--- config.mk ---
export PLATFORM = sky130hd
export DESIGN_NAME = lifo_fifo_buf_flat
export DESIGN_NICKNAME = d
export VERILOG_FILES = /design/src/rtl/lifo_fifo_buf_pkg.sv /design/src/rtl/lifo_fifo_buf_if.sv /design/src/rtl/lifo_fifo_buf_mem.sv /design/src/rtl/lifo_fifo_buf.sv /design/src/flat_wrapper.sv
export SDC_FILE = /design/constraint.sdc
export NUM_CORES = 1
export LEC_CHECK = 0
export ABC_AREA = 1
export BUFFER_PORTS_ARGS = -buffer_cell sky130_fd_sc_hd__clkbuf_2
export CORE_AREA = 4 4 97 99
export CTS_CLUSTER_SIZE = 8
export DETAILED_ROUTE_END_ITERATION = 10
export DIE_AREA = 0 0 101 103
export GPL_TIMING_DRIVEN = 1
export HOLD_SLACK_MARGIN = 0.03
export PLACE_DENSITY_LB_ADDON = 0.2
export SLEW_MARGIN = 20
export SYNTH_ARGS = -nofsm -noshare
export SYNTH_HDL_FRONTEND = slang
export SYNTH_SLANG_ARGS = --single-unit
--- constraint.sdc ---
create_clock -name clk_i -period 2.6 [get_ports clk_i]
set_input_delay 0.26 -clock clk_i [delete_from_list [all_inputs] [get_ports clk_i]]
set_output_delay 0.26 -clock clk_i [all_outputs]
set_load 0.01 [all_outputs]
--- src/rtl/lifo_fifo_buf_pkg.sv ---
// Purpose : shared types and helpers for the run-time selectable LIFO/FIFO buffer.
// Latency : n/a (types and functions only).
// Backpressure: n/a.
package lifo_pkg;

  typedef enum logic {
    MODE_FIFO = 1'b0,
    MODE_LIFO = 1'b1
  } mode_t;

  // Mode-load FSM: a new mode may only be taken while the buffer is empty.
  typedef enum logic {
    ST_IDLE_EMPTY = 1'b0,
    ST_ACTIVE     = 1'b1
  } state_t;

  function automatic int unsigned depth(input int unsigned awidth_exp);
    return 32'd1 << awidth_exp;
  endfunction

endpackage

--- src/rtl/lifo_fifo_buf_if.sv ---
// Purpose : producer/consumer bundle for lifo_fifo_buf (write side, read side, status).
// Latency : n/a (wiring only).
// Backpressure: n/a; full_o/empty_o and the sticky error flags report dropped requests.
// Ports   : data_i/wrreq_i/rdreq_i/mode_i/clr_err_i driven by master; q_o and status by slave.
interface lifo_fifo_buf_if #(
  parameter int DWIDTH     = 8,
  parameter int AWIDTH_EXP = 3
);
  logic [DWIDTH-1:0]   data_i;
  logic                wrreq_i;
  logic                rdreq_i;
  logic                mode_i;
  logic                clr_err_i;
  logic [DWIDTH-1:0]   q_o;
  logic                empty_o;
  logic                full_o;
  logic                almost_full_o;
  logic                almost_empty_o;
  logic [AWIDTH_EXP:0] usedw_o;
  logic                mode_o;
  logic                ovf_o;
  logic                udf_o;

  modport master (
    output data_i, wrreq_i, rdreq_i, mode_i, clr_err_i,
    input  q_o, empty_o, full_o, almost_full_o, almost_empty_o, usedw_o, mode_o, ovf_o, udf_o
  );

  modport slave (
    input  data_i, wrreq_i, rdreq_i, mode_i, clr_err_i,
    output q_o, empty_o, full_o, almost_full_o, almost_empty_o, usedw_o, mode_o, ovf_o, udf_o
  );
endinterface

--- src/rtl/lifo_fifo_buf_mem.sv ---
// Purpose : DEPTH x DWIDTH storage array, synchronous write, asynchronous read.
// Latency : write lands on the clock edge; read data follows raddr_i combinationally.
// Backpressure: none; the caller decides which writes are accepted.
// Ports   : clk_i, we_i/waddr_i/wdata_i write port, raddr_i/rdata_o read port.
module lifo_mem
  import lifo_pkg::*;
#(
  parameter int DWIDTH     = 8,
  parameter int AWIDTH_EXP = 3
) (
  input  logic                  clk_i,
  input  logic                  we_i,
  input  logic [AWIDTH_EXP-1:0] waddr_i,
  input  logic [DWIDTH-1:0]     wdata_i,
  input  logic [AWIDTH_EXP-1:0] raddr_i,
  output logic [DWIDTH-1:0]     rdata_o
);
  localparam int unsigned DEPTH = depth(AWIDTH_EXP);

  // Contents are deliberately not reset.
  logic [DWIDTH-1:0] mem_q [DEPTH];

  always_ff @(posedge clk_i) begin
    if (we_i) mem_q[waddr_i] <= wdata_i;
  end

  assign rdata_o = mem_q[raddr_i];

endmodule

--- src/rtl/lifo_fifo_buf.sv ---
// Purpose : single-clock elastic buffer, stack or queue selected at run time, sticky ovf/udf.
// Latency : q_o valid the cycle after an accepted read; all status registered, no input->output path.
// Backpressure: writes when full (without a read) and reads when empty are dropped and flagged.
// Ports   : clk_i, arst_n_i (async active-low), bus (lifo_fifo_buf_if.slave).
module lifo_fifo_buf
  import lifo_pkg::*;
#(
  parameter int    DWIDTH       = 8,
  parameter int    AWIDTH_EXP   = 3,
  parameter int    AF_THR       = 2**AWIDTH_EXP - 2,
  parameter int    AE_THR       = 1,
  parameter mode_t MODE_DEFAULT = MODE_LIFO
) (
  input  logic            clk_i,
  input  logic            arst_n_i,
  lifo_fifo_buf_if.slave  bus
);
  localparam int unsigned         DEPTH   = depth(AWIDTH_EXP);
  localparam logic [AWIDTH_EXP:0] DEPTH_W = (AWIDTH_EXP+1)'(DEPTH);

  logic [AWIDTH_EXP:0]   usedw_q, usedw_d;
  logic [AWIDTH_EXP-1:0] wr_ptr_q, wr_ptr_d, rd_ptr_q, rd_ptr_d;
  logic [DWIDTH-1:0]     q_q, q_d;
  mode_t                 mode_q, mode_d;
  state_t                state_q, state_d;
  logic                  ovf_q, ovf_d, udf_q, udf_d;
  logic                  empty_q, empty_d, full_q, full_d;
  logic                  af_q, af_d, ae_q, ae_d;

  logic                  rd_acc, wr_acc, mode_ld;
  logic [AWIDTH_EXP-1:0] top_addr, waddr, raddr;
  logic [DWIDTH-1:0]     rdata;

  always_comb begin
    // A read frees a slot, so rd+wr is accepted even when full; on empty the read drops.
    rd_acc   = bus.rdreq_i & ~empty_q;
    wr_acc   = bus.wrreq_i & (~full_q | rd_acc);
    // Wraps to DEPTH-1 when usedw == DEPTH, which is exactly the top of a full stack.
    top_addr = usedw_q[AWIDTH_EXP-1:0] - AWIDTH_EXP'(1);

    if (mode_q == MODE_LIFO) begin
      raddr = top_addr;
      // rd+wr on a stack overwrites the popped top rather than pushing above it.
      waddr = rd_acc ? top_addr : usedw_q[AWIDTH_EXP-1:0];
    end else begin
      raddr = rd_ptr_q;
      waddr = wr_ptr_q;
    end

    usedw_d = usedw_q;
    case ({wr_acc, rd_acc})
      2'b10:   usedw_d = usedw_q + (AWIDTH_EXP+1)'(1);
      2'b01:   usedw_d = usedw_q - (AWIDTH_EXP+1)'(1);
      default: usedw_d = usedw_q;
    endcase

    q_d = rd_acc ? rdata : q_q;

    wr_ptr_d = wr_ptr_q;
    rd_ptr_d = rd_ptr_q;
    if (mode_q == MODE_FIFO) begin
      wr_ptr_d = wr_ptr_q + AWIDTH_EXP'(wr_acc);
      rd_ptr_d = rd_ptr_q + AWIDTH_EXP'(rd_acc);
    end

    // Mode may only change while empty and with no write landing on this edge.
    mode_ld = (state_q == ST_IDLE_EMPTY) && !bus.wrreq_i;
    mode_d  = mode_ld ? mode_t'(bus.mode_i) : mode_q;
    if (mode_d != mode_q) begin
      wr_ptr_d = '0;
      rd_ptr_d = '0;
    end

    state_d = (usedw_d == '0) ? ST_IDLE_EMPTY : ST_ACTIVE;

    // A new error in the same cycle as a clear keeps the flag set.
    ovf_d = (ovf_q & ~bus.clr_err_i) | (bus.wrreq_i & ~wr_acc);
    udf_d = (udf_q & ~bus.clr_err_i) | (bus.rdreq_i & ~rd_acc);

    empty_d = (usedw_d == '0);
    full_d  = (usedw_d == DEPTH_W);
    af_d    = int'(usedw_d) >= AF_THR;
    ae_d    = int'(usedw_d) <= AE_THR;
  end

  always_ff @(posedge clk_i or negedge arst_n_i) begin
    if (!arst_n_i) begin
      usedw_q <= '0;
      wr_ptr_q <= '0;
      rd_ptr_q <= '0;
      q_q     <= '0;
      mode_q  <= MODE_DEFAULT;
      state_q <= ST_IDLE_EMPTY;
      ovf_q   <= 1'b0;
      udf_q   <= 1'b0;
      empty_q <= 1'b1;
      full_q  <= 1'b0;
      af_q    <= (AF_THR == 0);
      ae_q    <= 1'b1;
    end else begin
      usedw_q <= usedw_d;
      wr_ptr_q <= wr_ptr_d;
      rd_ptr_q <= rd_ptr_d;
      q_q     <= q_d;
      mode_q  <= mode_d;
      state_q <= state_d;
      ovf_q   <= ovf_d;
      udf_q   <= udf_d;
      empty_q <= empty_d;
      full_q  <= full_d;
      af_q    <= af_d;
      ae_q    <= ae_d;
    end
  end

  lifo_mem #(
    .DWIDTH     (DWIDTH),
    .AWIDTH_EXP (AWIDTH_EXP)
  ) u_mem (
    .clk_i   (clk_i),
    .we_i    (wr_acc),
    .waddr_i (waddr),
    .wdata_i (bus.data_i),
    .raddr_i (raddr),
    .rdata_o (rdata)
  );

  assign bus.q_o            = q_q;
  assign bus.usedw_o        = usedw_q;
  assign bus.empty_o        = empty_q;
  assign bus.full_o         = full_q;
  assign bus.almost_full_o  = af_q;
  assign bus.almost_empty_o = ae_q;
  assign bus.mode_o         = mode_q;
  assign bus.ovf_o          = ovf_q;
  assign bus.udf_o          = udf_q;

endmodule

--- src/flat_wrapper.sv ---
// flat-port wrapper written by rule: the top's interface ports become plain ports
module lifo_fifo_buf_flat import lifo_pkg::*;
#(
  parameter int    DWIDTH       = 8,
  parameter int    AWIDTH_EXP   = 3,
  parameter int    AF_THR       = 2**AWIDTH_EXP - 2,
  parameter int    AE_THR       = 1,
  parameter mode_t MODE_DEFAULT = MODE_LIFO
)
  (clk_i, arst_n_i, bus_data_i, bus_wrreq_i, bus_rdreq_i, bus_mode_i, bus_clr_err_i, bus_q_o, bus_empty_o, bus_full_o, bus_almost_full_o, bus_almost_empty_o, bus_usedw_o, bus_mode_o, bus_ovf_o, bus_udf_o);
  lifo_fifo_buf_if #(.DWIDTH(DWIDTH), .AWIDTH_EXP(AWIDTH_EXP)) bus_i ();
  input  logic clk_i;
  input  logic arst_n_i;
  input wire logic [$bits(bus_i.data_i)-1:0] bus_data_i;
  input wire logic [$bits(bus_i.wrreq_i)-1:0] bus_wrreq_i;
  input wire logic [$bits(bus_i.rdreq_i)-1:0] bus_rdreq_i;
  input wire logic [$bits(bus_i.mode_i)-1:0] bus_mode_i;
  input wire logic [$bits(bus_i.clr_err_i)-1:0] bus_clr_err_i;
  output wire logic [$bits(bus_i.q_o)-1:0] bus_q_o;
  output wire logic [$bits(bus_i.empty_o)-1:0] bus_empty_o;
  output wire logic [$bits(bus_i.full_o)-1:0] bus_full_o;
  output wire logic [$bits(bus_i.almost_full_o)-1:0] bus_almost_full_o;
  output wire logic [$bits(bus_i.almost_empty_o)-1:0] bus_almost_empty_o;
  output wire logic [$bits(bus_i.usedw_o)-1:0] bus_usedw_o;
  output wire logic [$bits(bus_i.mode_o)-1:0] bus_mode_o;
  output wire logic [$bits(bus_i.ovf_o)-1:0] bus_ovf_o;
  output wire logic [$bits(bus_i.udf_o)-1:0] bus_udf_o;
  assign bus_i.data_i = bus_data_i;
  assign bus_i.wrreq_i = bus_wrreq_i;
  assign bus_i.rdreq_i = bus_rdreq_i;
  assign bus_i.mode_i = bus_mode_i;
  assign bus_i.clr_err_i = bus_clr_err_i;
  assign bus_q_o = bus_i.q_o;
  assign bus_empty_o = bus_i.empty_o;
  assign bus_full_o = bus_i.full_o;
  assign bus_almost_full_o = bus_i.almost_full_o;
  assign bus_almost_empty_o = bus_i.almost_empty_o;
  assign bus_usedw_o = bus_i.usedw_o;
  assign bus_mode_o = bus_i.mode_o;
  assign bus_ovf_o = bus_i.ovf_o;
  assign bus_udf_o = bus_i.udf_o;
  lifo_fifo_buf #(.DWIDTH(DWIDTH), .AWIDTH_EXP(AWIDTH_EXP), .AF_THR(AF_THR), .AE_THR(AE_THR), .MODE_DEFAULT(MODE_DEFAULT)) u_core (.clk_i(clk_i), .arst_n_i(arst_n_i), .bus(bus_i));
endmodule
# [Word-level counts from Yosys, hierarchy flattened]
# Memories as Yosys holds them, arrays and structs flattened. A register that Yosys moved wholly into a read port is not among the register bits.
# Cells that the tools add are included.
[totals] regBits=18 ram_bits=64 input_bits=14 output_inout_bits=19 elab_cells=55 n_memories=1
[memory_table] name="u_core.u_mem.mem_q" words=8 width=8 read_ports=1 rd_ports_with_merged_regs=1 wr=1 line="lifo_fifo_buf_mem.sv:21" rtl="logic [DWIDTH-1:0] mem_q [DEPTH];"
[op_classes] add_sub_neg=5 magnitude_cmp=2 eq_ne=5 mux=12 bitwise_logic=15 reduce_logical=4
[ops] operator="$mux W3" n=7
[ops] operator="$pmux W4 S2" n=1
[ops] operator="$add A3 B1 Y3" n=2
[ops] operator="$and A1 B1 Y1" n=6
[ops] operator="$not A1 Y1" n=6
[ops] operator="$add A4 B1 Y4 const B" n=1
[ops] operator="$eq A4 B4 Y1 const B" n=1
[ops] operator="$ge A4 B3 Y1 const B" n=1
[ops] operator="$le A4 B1 Y1 const B" n=1
[ops] operator="$logic_not A4 Y1" n=1
[ops] operator="$mux W1" n=4
[ops] operator="$sub A4 B1 Y4 const B" n=1
[ops] operator="$or A1 B1 Y1" n=3
[ops] operator="$sub A3 B1 Y3 const B" n=1
[ops] operator="$eq A2 B1 Y1 const B" n=1
[ops] operator="$eq A2 B2 Y1 const B" n=1
[ops] operator="$logic_not A1 Y1" n=2
[ops] operator="$ne A2 B2 Y1 const B" n=1
[ops] operator="$logic_and A1 B1 Y1" n=1
[ops] operator="$ne A1 B1 Y1" n=1

# [Depth between registers and ports, before layout]
# Gate-level depths: netlist (run 1).
[depth] word_depth=8 ltp_mapped=16 mapped_depth_nobuf=16

# [By module]
# Synthesis (run 1) repeated with hierarchy kept, for this count alone.
[unflattened] cells_unflattened=451 hier_area_um2=4241.6
[by_module_without_submodules] mod="lifo_mem" n_inst=1 cells_per_inst=295 area_each_um2=2890.3 seq_area_each_um2=1921.8
[by_module_without_submodules] mod="lifo_fifo_buf" n_inst=1 cells_per_inst=156 area_each_um2=1351.3 seq_area_each_um2=654.4

# [Worst setup path after synthesis (run 1)]
# No wires, ideal clock.
[synth_path] path_kind="register to register" startpoint="register u_core.empty_q, in the netlist u_core.bus.empty_o" endpoint="register u_core.state_q" setup_time_ns=0.120 arrival_time_ns=1.975 path_slack_ns=0.505 stages_incl_launch_ff=13 path_buffers=0 synth_period_minus_slack_ns=2.095 path_cell_list="dfstp_2 > inv_1 > nand2_2 > inv_2 > ha_1 > nand2_1 > inv_1 > nor2_1 > ha_1 > o21ai_0 > nand4_1 > inv_1 > nand2_1"
[synth_via] elab_chain_cells=8 word_cells_on_any_way=9 classes_between="eq/ne (2); mux (2); bitwise (4); reduce/logical (1)"
[synth_lines] item="from (decl)" line="lifo_fifo_buf.sv:27" rtl="logic empty_q, empty_d, full_q, full_d;"
[synth_lines] item="from (signal assigned)" line="lifo_fifo_buf.sv:109" rtl="empty_q <= empty_d;"
[synth_lines] item="$not A1 Y1 *" line="lifo_fifo_buf.sv:36" rtl="rd_acc = bus.rdreq_i & ~empty_q;"
[synth_lines] item="$and A1 B1 Y1 *" line="lifo_fifo_buf.sv:36"
[synth_lines] item="net u_core.rd_acc" line="lifo_fifo_buf.sv:30" rtl="logic rd_acc, wr_acc, mode_ld;"
[synth_lines] item="$or A1 B1 Y1" line="lifo_fifo_buf.sv:37" rtl="wr_acc = bus.wrreq_i & (~full_q | rd_acc);"
[synth_lines] item="$and A1 B1 Y1" line="lifo_fifo_buf.sv:37"
[synth_lines] item="$eq A2 B1 Y1 / $eq A2 B2 Y1 (equally long branches)" line="lifo_fifo_buf.sv:51" rtl="case ({wr_acc, rd_acc})"
[synth_lines] item="$pmux W4 S2 *" line="lifo_fifo_buf.sv:51"
[synth_lines] item="$logic_not A4 Y1 *" line="lifo_fifo_buf.sv:74" rtl="state_d = (usedw_d == '0) ? ST_IDLE_EMPTY : ST_ACTIVE;"
[synth_lines] item="$mux W1 *" line="lifo_fifo_buf.sv:74"
[synth_lines] item="net u_core.state_d" line="lifo_fifo_buf.sv:25" rtl="state_t state_q, state_d;"
[synth_lines] item="to (signal assigned)" line="lifo_fifo_buf.sv:106" rtl="state_q <= state_d;"
[synth_lines] item="to (decl)" line="lifo_fifo_buf.sv:25"
# Mark *: on every way through the listed nets, which the timed path passes. The rest lies on a longest branch.
# A chain may end at the register's enable or synchronous reset.

# [Worst setup path after layout (run 1)]
# Ends and elaborated chain as after synthesis.

==> results.ini, run 1 <==
[clock_tree]
htreeDepth = 3
cts_made_buffers = 9
cts_tree = yes
cts-root-buf = clkbuf_8
insertion_delay_ps = 350
cts.sinks = 90
clk_pin_slew_ps = 80
clk_path_buf_depth = 2
post_cts_resized = 0

[synthesis]
ys.warnings.count = 0
synth_edf_count = 64
synth_nets = 456
ys_types = 26
synth_compound_area_share_pct = 2.50
synth_xor_area_share_pct = 0.834
ys_seq_area_share_pct = 61.3
synthesis.area_um2 = 4200
yosys.area_share.simple_pct = 22.4
syn_inst = 433
synth_top_family_by_area = simple AND/OR/NAND/NOR gates
synth-main-ff-cell = edfxtp_1
synthArstFlopShare_pct = 28.9
syn-mean-instance-area_um2 = 9.70
synth.area.mux_share_pct = 0
ys_seq_elements = 90
yosys.area_share.adder_pct = 2.68

[cells_and_area]
layout_commonest_cell = nand2_1
final_nets = 507
n_fill_cell = 727
diodes = 0
area_growth_pct = 12.3
seqCellArea_um2 = 2580
multi_input_area_um2 = 1190
drive_gt1_share_pct = 16.8
final_cell_mix = nand2_1, inv_1, nand3_1

[floorplanning]
ioPinCount = 33
die_area_um2 = 10400
initial_core_util_pct = 49.1
fp.coreArea_um2 = 8550
die_w_um = 101
die_h_um = 103
rows = 34

[worst_setup_path]
worstSetupPathType = reg2reg
start_kind = flop
rrSetupSlack_ps = 260
crit_start = u_core.bus.empty_o
crit_fanout = 12
required_ps = 2840
r2r-start = u_core.bus.empty_o
r2r_cells = 12
crit_arrival_ps = 2570
r2r_end = u_core.state_q
timing.critical_path.to_type = flop

[pwr]
power_density_nw_per_um2 = 1180
leakagePower_nw = 2.26
total_power_mw = 5.55
vdd_drop_max_uv = 572

[timing]
period_share_pct = 90.0
tns_ps = 0
max_slew.worst_pin.slew_ps = 654
fin_skew_ps = 8.20
fmax_mhz = 428
min_period_ps = 2340
slew_viol_final = 0
setup_violations = 0
final_hold_viol_count = 0
relSlewSlack_pct = 56.4
rsz0062_at_grt = no

[global_route]
grtUsageTotal_pct = 17.8
grt_max_degree = 33
grt_pass1_wl_mm = 13.9
grt_pass1_vias = 2870
grt.overflow.total = 0
antenna_found_initial = 0

[placement]
gp_congestion = 0.777
hpwl_mm = 5.81
io_buffers = 32

[drt]
first_iter_violations = 165
viasPerCell = 4.83
antenna_left = 0
firstDrtPassIters = 4
finalWirelength_mm = 8.52
drcViolationCount = 0
wl_per_cell_um = 14.3
vias = 2881

[job]
max_cap_violations = 0

[min_path]
hp-start = bus_clr_err_i
hold_path_end = u_core.bus.ovf_o
min_path_cells = 2
hp-class = in2reg

[outcome]
status = completed

Yosys cell counts, types with 2 or more instances:
| cell type | number | share of area (%) |
|---|---|---|
| nand2_1 | 116 | 10 |
| o21ai_0 | 8 | 0.95 |
| nand2_2 | 9 | 1.3 |
| ha_1 | 9 | 2.7 |
| buf_6 | 8 | 2.1 |
| o21ai_4 | 2 | 0.77 |
| a21oi_1 | 5 | 0.60 |
| xor2_1 | 2 | 0.42 |
| nand3_1 | 69 | 8.2 |
| inv_2 | 4 | 0.36 |
| nor2_1 | 17 | 1.5 |
| edfxtp_1 | 64 | 46 |
| xnor2_1 | 2 | 0.42 |
| dfrtp_1 | 23 | 14 |
| inv_1 | 82 | 7.3 |
| dfstp_2 | 3 | 1.9 |
worst max-delay path, stage by stage, from the launching register on:
cell,delay (ps)
dfstp_2,540
inv_1,50
nand2_2,110
inv_2,150
ha_1,270
nand2_1,70
inv_1,40
nor2_1,130
ha_1,250
o21ai_0,280
nand4_1,200
inv_1,90
nand2_1,50
per-layer routing:
metal | GRT usage [%] | wire, µm
met1 | 23.6 | 3830
met2 | 28.7 | 4050
met3 | 2.71 | 505
met4 | 8.69 | 138
met5 | 0 | 0
final cells by class:
class                      instances  share of cell area [%]
clock buffer                      11                    2.79
clock inverter                     5                    1.17
multi-input combinational        246                    25.3
inverter                          87                    6.92
tap                              108                    2.86
timing repair buffer              50                    6.31
sequential                        90                    54.6
where the power goes:
part           switching, mW  internal, mW
logic                   1.66         0.837
clock network          0.457         0.442
registers              0.215          1.94
cell families after synthesis:
kind of cell | after synthesis
adder cells (fa/ha/maj) | 9
flip-flops | 90
AO/OA/AOI/OAI | 16
buffers and inverters | 97
XOR/XNOR | 4
AND/OR/NAND/NOR | 217
flip-flops by register name, summed over array words and instances, names as in the netlist, 3 cells and up:
| register | flops |
|---|---|
| u_core.bus.usedw_o | 4 |
| u_core.rd_ptr_q | 3 |
| u_core.u_mem.mem_q | 64 |
| u_core.wr_ptr_q | 3 |
| u_core.bus.q_o | 8 |
worst max path at each step:
stage / to / slack [ps] / cells past startpoint
2_1_floorplan: u_core.state_q / 510 / 12
6_report: u_core.state_q / 260 / 12
4_1_cts: u_core.state_q / 240 / 12
3_3_place_gp: u_core.state_q / 360 / 12
3_5_place_dp: u_core.state_q / 260 / 12
5_1_grt: u_core.state_q / 40 / 12
through the flow:
stage | worst slack, ps | utilization [%] | area (µm²) | cells | hold WS (ps)
after floorplan | 505 | - | 4200 | 433 | -35.6
after global placement | 359 | 52.9 | 4520 | 580 | 305
after detailed placement | 257 | 52.9 | 4520 | 580 | 312
after CTS | 242 | 55.2 | 4720 | 597 | 100
after global routing | 37.9 | 55.2 | 4720 | 597 | 94.7
final | 261 | 55.2 | 4720 | 597 | 107
what timing repair did:
action	4_1_cts	5_1_grt
hold buffers	1	0
setup buffers	0	0
endpoints found under the hold margin	23	0
Power figures use the tool's default switching activity.
==> inputs of run 2 (changes only) <==
CORE_AREA = 4 4 108 110   (was 4 4 97 99)
CTS_CLUSTER_SIZE = 14   (was 8)
DIE_AREA = 0 0 112 114   (was 0 0 101 103)
SYNTH_HIERARCHICAL = 1   (was not set)
==> results.ini, run 2 <==
[pwr]
total_power_mw = 5.81  ; +4.7%
p_clk_share_pct = 14.4  ; -1.8 points
power_density_nw_per_um2 = 1220  ; +3.8%
p_switching_mw = 2.56  ; +9.7%
seq_power_share_pct = 36.4  ; -2.4 points
comb_power_share_pct = 49.2  ; +4.2 points
vdd_drop_max_uv = 515  ; -9.9%
internal_power_mw = 3.26  ; +1.1%
leakagePower_nw = 2.33  ; +3.2%
switching_share_pct = 44.0  ; +2.0 points

[timing]
period_share_pct = 88.6  ; -1.4 points
tns_ps = 0  ; unchanged
min_period_ps = 2300  ; -35.8 ps
relSlewSlack_pct = 44.0  ; -12 points
slew_viol_final = 0  ; unchanged
fmax_mhz = 434  ; +1.6%
setup_violations = 0  ; unchanged
final_hold_viol_count = 0  ; unchanged
fin_skew_ps = 12.0  ; +3.76 ps
max_slew.worst_pin.slew_ps = 840  ; +186 ps
rsz0062_at_grt = no

[global_route]
antenna_found_initial = 0  ; unchanged
grt_max_degree = 33  ; unchanged
grt_pass1_wl_mm = 14.4  ; +3.3%
grt_pass1_vias = 2783  ; -3.0%
grtUsageTotal_pct = 14.5  ; -3.2 points
grt.overflow.total = 0  ; unchanged

[floorplanning]
ioPinCount = 33  ; unchanged
fp.coreArea_um2 = 10700  ; +25%
die_w_um = 112  ; +11%
die_h_um = 114  ; +11%
initial_core_util_pct = 39.6  ; -9.5 points
die_area_um2 = 12800  ; +23%
rows = 38  ; +12%

[outcome]
status = completed

[synthesis]
ys_types = 28  ; +7.7%
synth_edf_count = 64  ; unchanged
ys_seq_area_share_pct = 60.7  ; -0.60 points
syn-mean-instance-area_um2 = 9.40  ; -3.0%
synth.most_common_cell = nand2_1
synth_nets = 474  ; +3.9%
ys.warnings.count = 6  ; +6
synth.area.top_cells = edfxtp_1, nand2_1, dfrtp_1, inv_1, nand3_1
synthArstFlopShare_pct = 28.9  ; unchanged
syn_inst = 451  ; +4.2%
ys_seq_elements = 90  ; unchanged
synth_top_area_share_pct = 45.3  ; -0.45 points
synthTopCellsByCount = nand2_1, inv_1, edfxtp_1, nand3_1, dfrtp_1
synthesis.area_um2 = 4240  ; +0.98%
synth-main-ff-cell = edfxtp_1
yosysTopAreaCell = edfxtp_1

[min_path]
min_path_cells = 2  ; unchanged
hp-class = in2reg
hold_path_end = u_core/bus.ovf_o
hp-start = bus_clr_err_i

[drt]
antenna_left = 0  ; unchanged
firstDrtPassIters = 4  ; unchanged
drcViolationCount = 0  ; unchanged
viasPerCell = 4.57  ; -5.2%
wl_per_cell_um = 13.7  ; -4.3%
vias = 2932  ; +1.8%
first_iter_violations = 148  ; -10%
finalWirelength_mm = 8.76  ; +2.8%

[cells_and_area]
utilization_pct = 44.5  ; -11 points
largest_reg_flops = 64  ; unchanged
final_nets = 519  ; +2.4%
layout_commonest_cell = nand2_1
diodes = 0  ; unchanged
drive_gt1_share_pct = 15.8  ; -1.0 points
n_fill_cell = 1024  ; +41%
final_cell_mix = nand2_1, inv_1, edfxtp_1
regMostFlops = u_core/u_mem/mem_q
area_growth_pct = 12.2

[clock_tree]
clk_path_buf_depth = 2  ; unchanged
cts-root-buf = clkbuf_8
cts.sinks = 90  ; unchanged
htreeDepth = 3  ; unchanged
insertion_delay_ps = 350  ; about the same
cts_tree = yes
clk_pin_slew_ps = 90  ; about the same
cts_made_buffers = 9  ; unchanged

[worst_setup_path]
r2r_end = u_core/state_q
rrSetupSlack_ps = 300  ; +40 ps
required_ps = 2840  ; about the same
crit_arrival_ps = 2540  ; -30 ps
r2r-start = u_core/bus.empty_o
worstSetupPathType = reg2reg
r2r_cells = 17  ; +5
timing.critical_path.to_type = flop
start_kind = flop
crit_fanout = 9  ; -3

[placement]
hpwl_mm = 5.92  ; +1.9%
io_buffers = 32  ; unchanged
gp_congestion = 0.812  ; +4.4%

[job]
max_cap_violations = 0  ; unchanged

[run 2: cell types whose count changed in the layout (fill, tap and decap cells not counted), sizes merged, moves of 3 or more]
cell	change
inv	+11
nand2	+32
nand3	-26
o21ai	+3
nor2	-3
[run 2: critical path, cell delays in order, from the launching register on]
cell,delay (ps)
dfstp_2,550
nor2_1,60
inv_2,130
nand2_1,70
nand2_1,110
ha_1,220
nand2_1,60
inv_1,80
nor2_2,50
ha_1,170
a21oi_1,160
inv_1,60
nand2_1,70
nand3_2,80
nand2_4,90
nand3b_4,90
nor2_4,130
inv_2,30
[run 2: final cells by class]
type | instances | area (µm²) | share of cell area, %
flip-flops and latches | 90 | 2580 | 54.2
well taps | 140 | 175 | 3.68
repair buffers | 48 | 283 | 5.94
clock inverters | 6 | 40.0 | 0.842
multi-input cells | 253 | 1200 | 25.2
clock buffers | 10 | 128 | 2.68
inverters | 94 | 355 | 7.47
[run 2: stage by stage]
step           cells  hold slack [ps]  setup WS [ps]  instance area (µm²)
2_1_floorplan    451            -35.6            369                 4240
3_3_place_gp     624              314            305                 4580
3_5_place_dp     624              315            235                 4580
4_1_cts          641             74.5            204                 4760
5_1_grt          641             97.1           75.7                 4760
6_report         641              102            297                 4760
[run 2: repair_timing]
action | in CTS | in global routing
endpoints found under the hold margin | 23 | 0
gates resized for setup | 0 | 1
hold buffers | 1 | 0
setup buffers | 0 | 0
setup endpoints to repair | 0 | 2
[run 2: worst max-delay path by stage]
stage                        from        endpoint  depth (start not counted)
2_1_floorplan  u_core/bus.empty_o  u_core/state_q                         13
3_3_place_gp   u_core/bus.empty_o  u_core/state_q                         17
3_5_place_dp   u_core/bus.empty_o  u_core/state_q                         17
4_1_cts        u_core/bus.empty_o  u_core/state_q                         17
5_1_grt        u_core/bus.empty_o  u_core/state_q                         17
6_report       u_core/bus.empty_o  u_core/state_q                         17
[run 2: logic make-up after synthesis]
group	share of synthesized area (%)
and+or+nand+nor	21.8
buffers and inverters	11.1
DFF	60.7
AOI/OAI and AO/OA	3.13
adders and majority gates	2.65
xor gates and xnor gates	0.620
[run 2: power by group through the flow]
stage	logic, mW	registers (mW)	clock network (mW)
detailed placement	2.88	2.15	0
global route	3.23	2.16	0.946
global placement	2.85	2.14	0
floorplan	2.05	2.19	0
finish	2.86	2.12	0.837
CTS	2.89	2.12	0.875
[run 2: layer usage]
layer	track usage (%)	vias up	routed length (µm)	share of wire, %
met3	2.97	4	421	4.8
met5	0	-	0	0
met4	5.05	0	78	0.89
li1	-	1495	-	-
met2	23.6	62	4190	48
met1	19.6	1371	4070	46
==> inputs of run 3 (changes only) <==
CTS_BUF_LIST = sky130_fd_sc_hd__clkbuf_8   (was not set)
SETUP_SLACK_MARGIN = 0.4   (was not set)
==> results.ini, run 3 (synthesis results as in run 2) <==
[drt]
firstDrtPassIters = 4  ; unchanged
finalWirelength_mm = 9.44  ; +7.8%
first_iter_violations = 134  ; -9.5%
vias = 2940  ; +0.27%
drcViolationCount = 0  ; unchanged
viasPerCell = 4.58  ; +0.12%
wl_per_cell_um = 14.7  ; +7.6%
antenna_left = 0  ; unchanged

[worst_setup_path]
crit_arrival_ps = 2400  ; -140 ps
rrSetupSlack_ps = 460  ; +170 ps
required_ps = 2860  ; +20 ps
r2r_cells = 17  ; unchanged
worstSetupPathType = reg2reg
timing.critical_path.to_type = flop
crit_fanout = 4  ; -5
r2r_end = u_core/state_q
r2r-start = u_core/bus.empty_o
start_kind = flop

[min_path]
hp-start = bus_clr_err_i
hold_path_end = u_core/bus.ovf_o
min_path_cells = 2  ; unchanged
hp-class = in2reg

[timing]
max_slew.worst_pin.slew_ps = 657  ; -183 ps
setup_violations = 0  ; unchanged
fmax_mhz = 468  ; +7.7%
min_period_ps = 2140  ; -165 ps
fin_skew_ps = 12.0  ; +0.0825 ps
final_hold_viol_count = 0  ; unchanged
slew_viol_final = 0  ; unchanged
period_share_pct = 82.2  ; -6.3 points
relSlewSlack_pct = 56.2  ; +12 points
rsz0062_at_grt = yes
tns_ps = 0  ; unchanged

[floorplanning]
rows = 38  ; unchanged
initial_core_util_pct = 39.6  ; unchanged
fp.coreArea_um2 = 10700  ; unchanged
die_w_um = 112  ; unchanged
ioPinCount = 33  ; unchanged
die_h_um = 114  ; unchanged
die_area_um2 = 12800  ; unchanged

[placement]
io_buffers = 32  ; unchanged
hpwl_mm = 6.18  ; +4.5%
gp_congestion = 0.793  ; -2.3%
dp.cells = 624  ; unchanged

[clock_tree]
insertion_delay_ps = 360  ; about the same
htreeDepth = 3  ; unchanged
cts_made_buffers = 9  ; unchanged
cts-root-buf = clkbuf_8
cts_tree = yes
clk_pin_slew_ps = 90  ; about the same
cts.sinks = 90  ; unchanged
clk_path_buf_depth = 2  ; unchanged

[job]
max_cap_violations = 0  ; unchanged

[cells_and_area]
diodes = 0  ; unchanged
regMostFlops = u_core/u_mem/mem_q
final_nets = 520  ; +0.19%
largest_reg_flops = 64  ; unchanged
final_cell_mix = nand2_1, inv_1, edfxtp_1
layout_commonest_cell = nand2_1
area_growth_pct = 13.3
fin_cells = 642  ; +0.16%
drive_gt1_share_pct = 17.3  ; +1.6 points

[pwr]
leakagePower_nw = 2.33  ; +0.17%
power_density_nw_per_um2 = 1240  ; +1.2%
total_power_mw = 5.94  ; +2.2%
vdd_drop_max_uv = 390  ; -24%

[global_route]
antenna_found_initial = 0  ; unchanged
grt.overflow.total = 0  ; unchanged
grtUsageTotal_pct = 15.6  ; +1.1 points
grt_max_degree = 33  ; unchanged
grt_pass1_wl_mm = 15.3  ; +6.6%
grt_pass1_vias = 2948  ; +5.9%

[outcome]
status = completed

## run 3: cell count changes in the layout (fill, tap and decap cells not counted), moves of 2 or more
cell,previous run,this run
nor2_2,1,5
clkinvlp_4,0,2
nor2_1,12,8
inv_4,3,1
## run 3: layout make-up
class	instances	area, µm²
Clock buffer	10	138
Tap cell	140	175
Fill cell	1059	5890
Sequential cell	90	2580
Inverter	94	355
Clock inverter	6	41.3
Multi-Input combinational cell	253	1230
Timing Repair Buffer	49	290
## run 3: power breakdown
part           total (mW)  leakage (nW)  internal, mW  switching, mW
combinational        2.94          1.34         0.976           1.97
sequential           2.11         0.900          1.95          0.161
clock               0.890        0.0905         0.376          0.514
total                5.94          2.33          3.30           2.64
## run 3: worst max-delay path by stage
stage	from	end
3_5_place_dp	u_core/bus.empty_o	u_core/state_q
4_1_cts	u_core/bus.empty_o	u_core/state_q
2_1_floorplan	u_core/bus.empty_o	u_core/state_q
6_report	u_core/bus.empty_o	u_core/state_q
3_3_place_gp	u_core/bus.empty_o	u_core/state_q
5_1_grt	u_core/bus.empty_o	u_core/state_q
## run 3: stage by stage
stage / area [µm²] / worst slack (ps) / hold WS [ps] / utilization (%)
floorplan: 4240 / 479 / -35.6 / -
global placement: 4580 / 374 / 317 / 42.8
detailed placement: 4580 / 284 / 315 / 42.8
CTS: 4770 / 352 / 69.5 / 44.6
global route: 4800 / 322 / 86.3 / 44.9
finish: 4800 / 462 / 90.7 / 44.9
## run 3: per-layer routing
layer	GRT usage, %	part of all wire [%]	up-vias
met5	0	0	-
met4	7.29	2.5	0
met3	2.60	5.5	19
met2	25.1	46	75
met1	20.7	46	1355
li1	-	-	1491
## run 3: repair_timing
action	4_1_cts	5_1_grt
cloned	0	0
hold buffers	1	0
endpoints found under the setup margin	13	15
buffers inserted	0	1
resized for setup	3	6
hold endpoints to repair	23	0
## run 3: critical path, cell delays in order (launching register included)
cell and delay [ps]:
dfstp_2 560, nor2_2 50, inv_2 60, nand2_1 60
nand2_2 100, ha_4 160, nand2_1 50, inv_1 80
nor2_2 40, ha_1 190, a21oi_2 140, inv_1 60
nand2_1 70, nand3_2 80, nand2_4 90, nand3b_4 90
nor2_4 130, inv_2 40
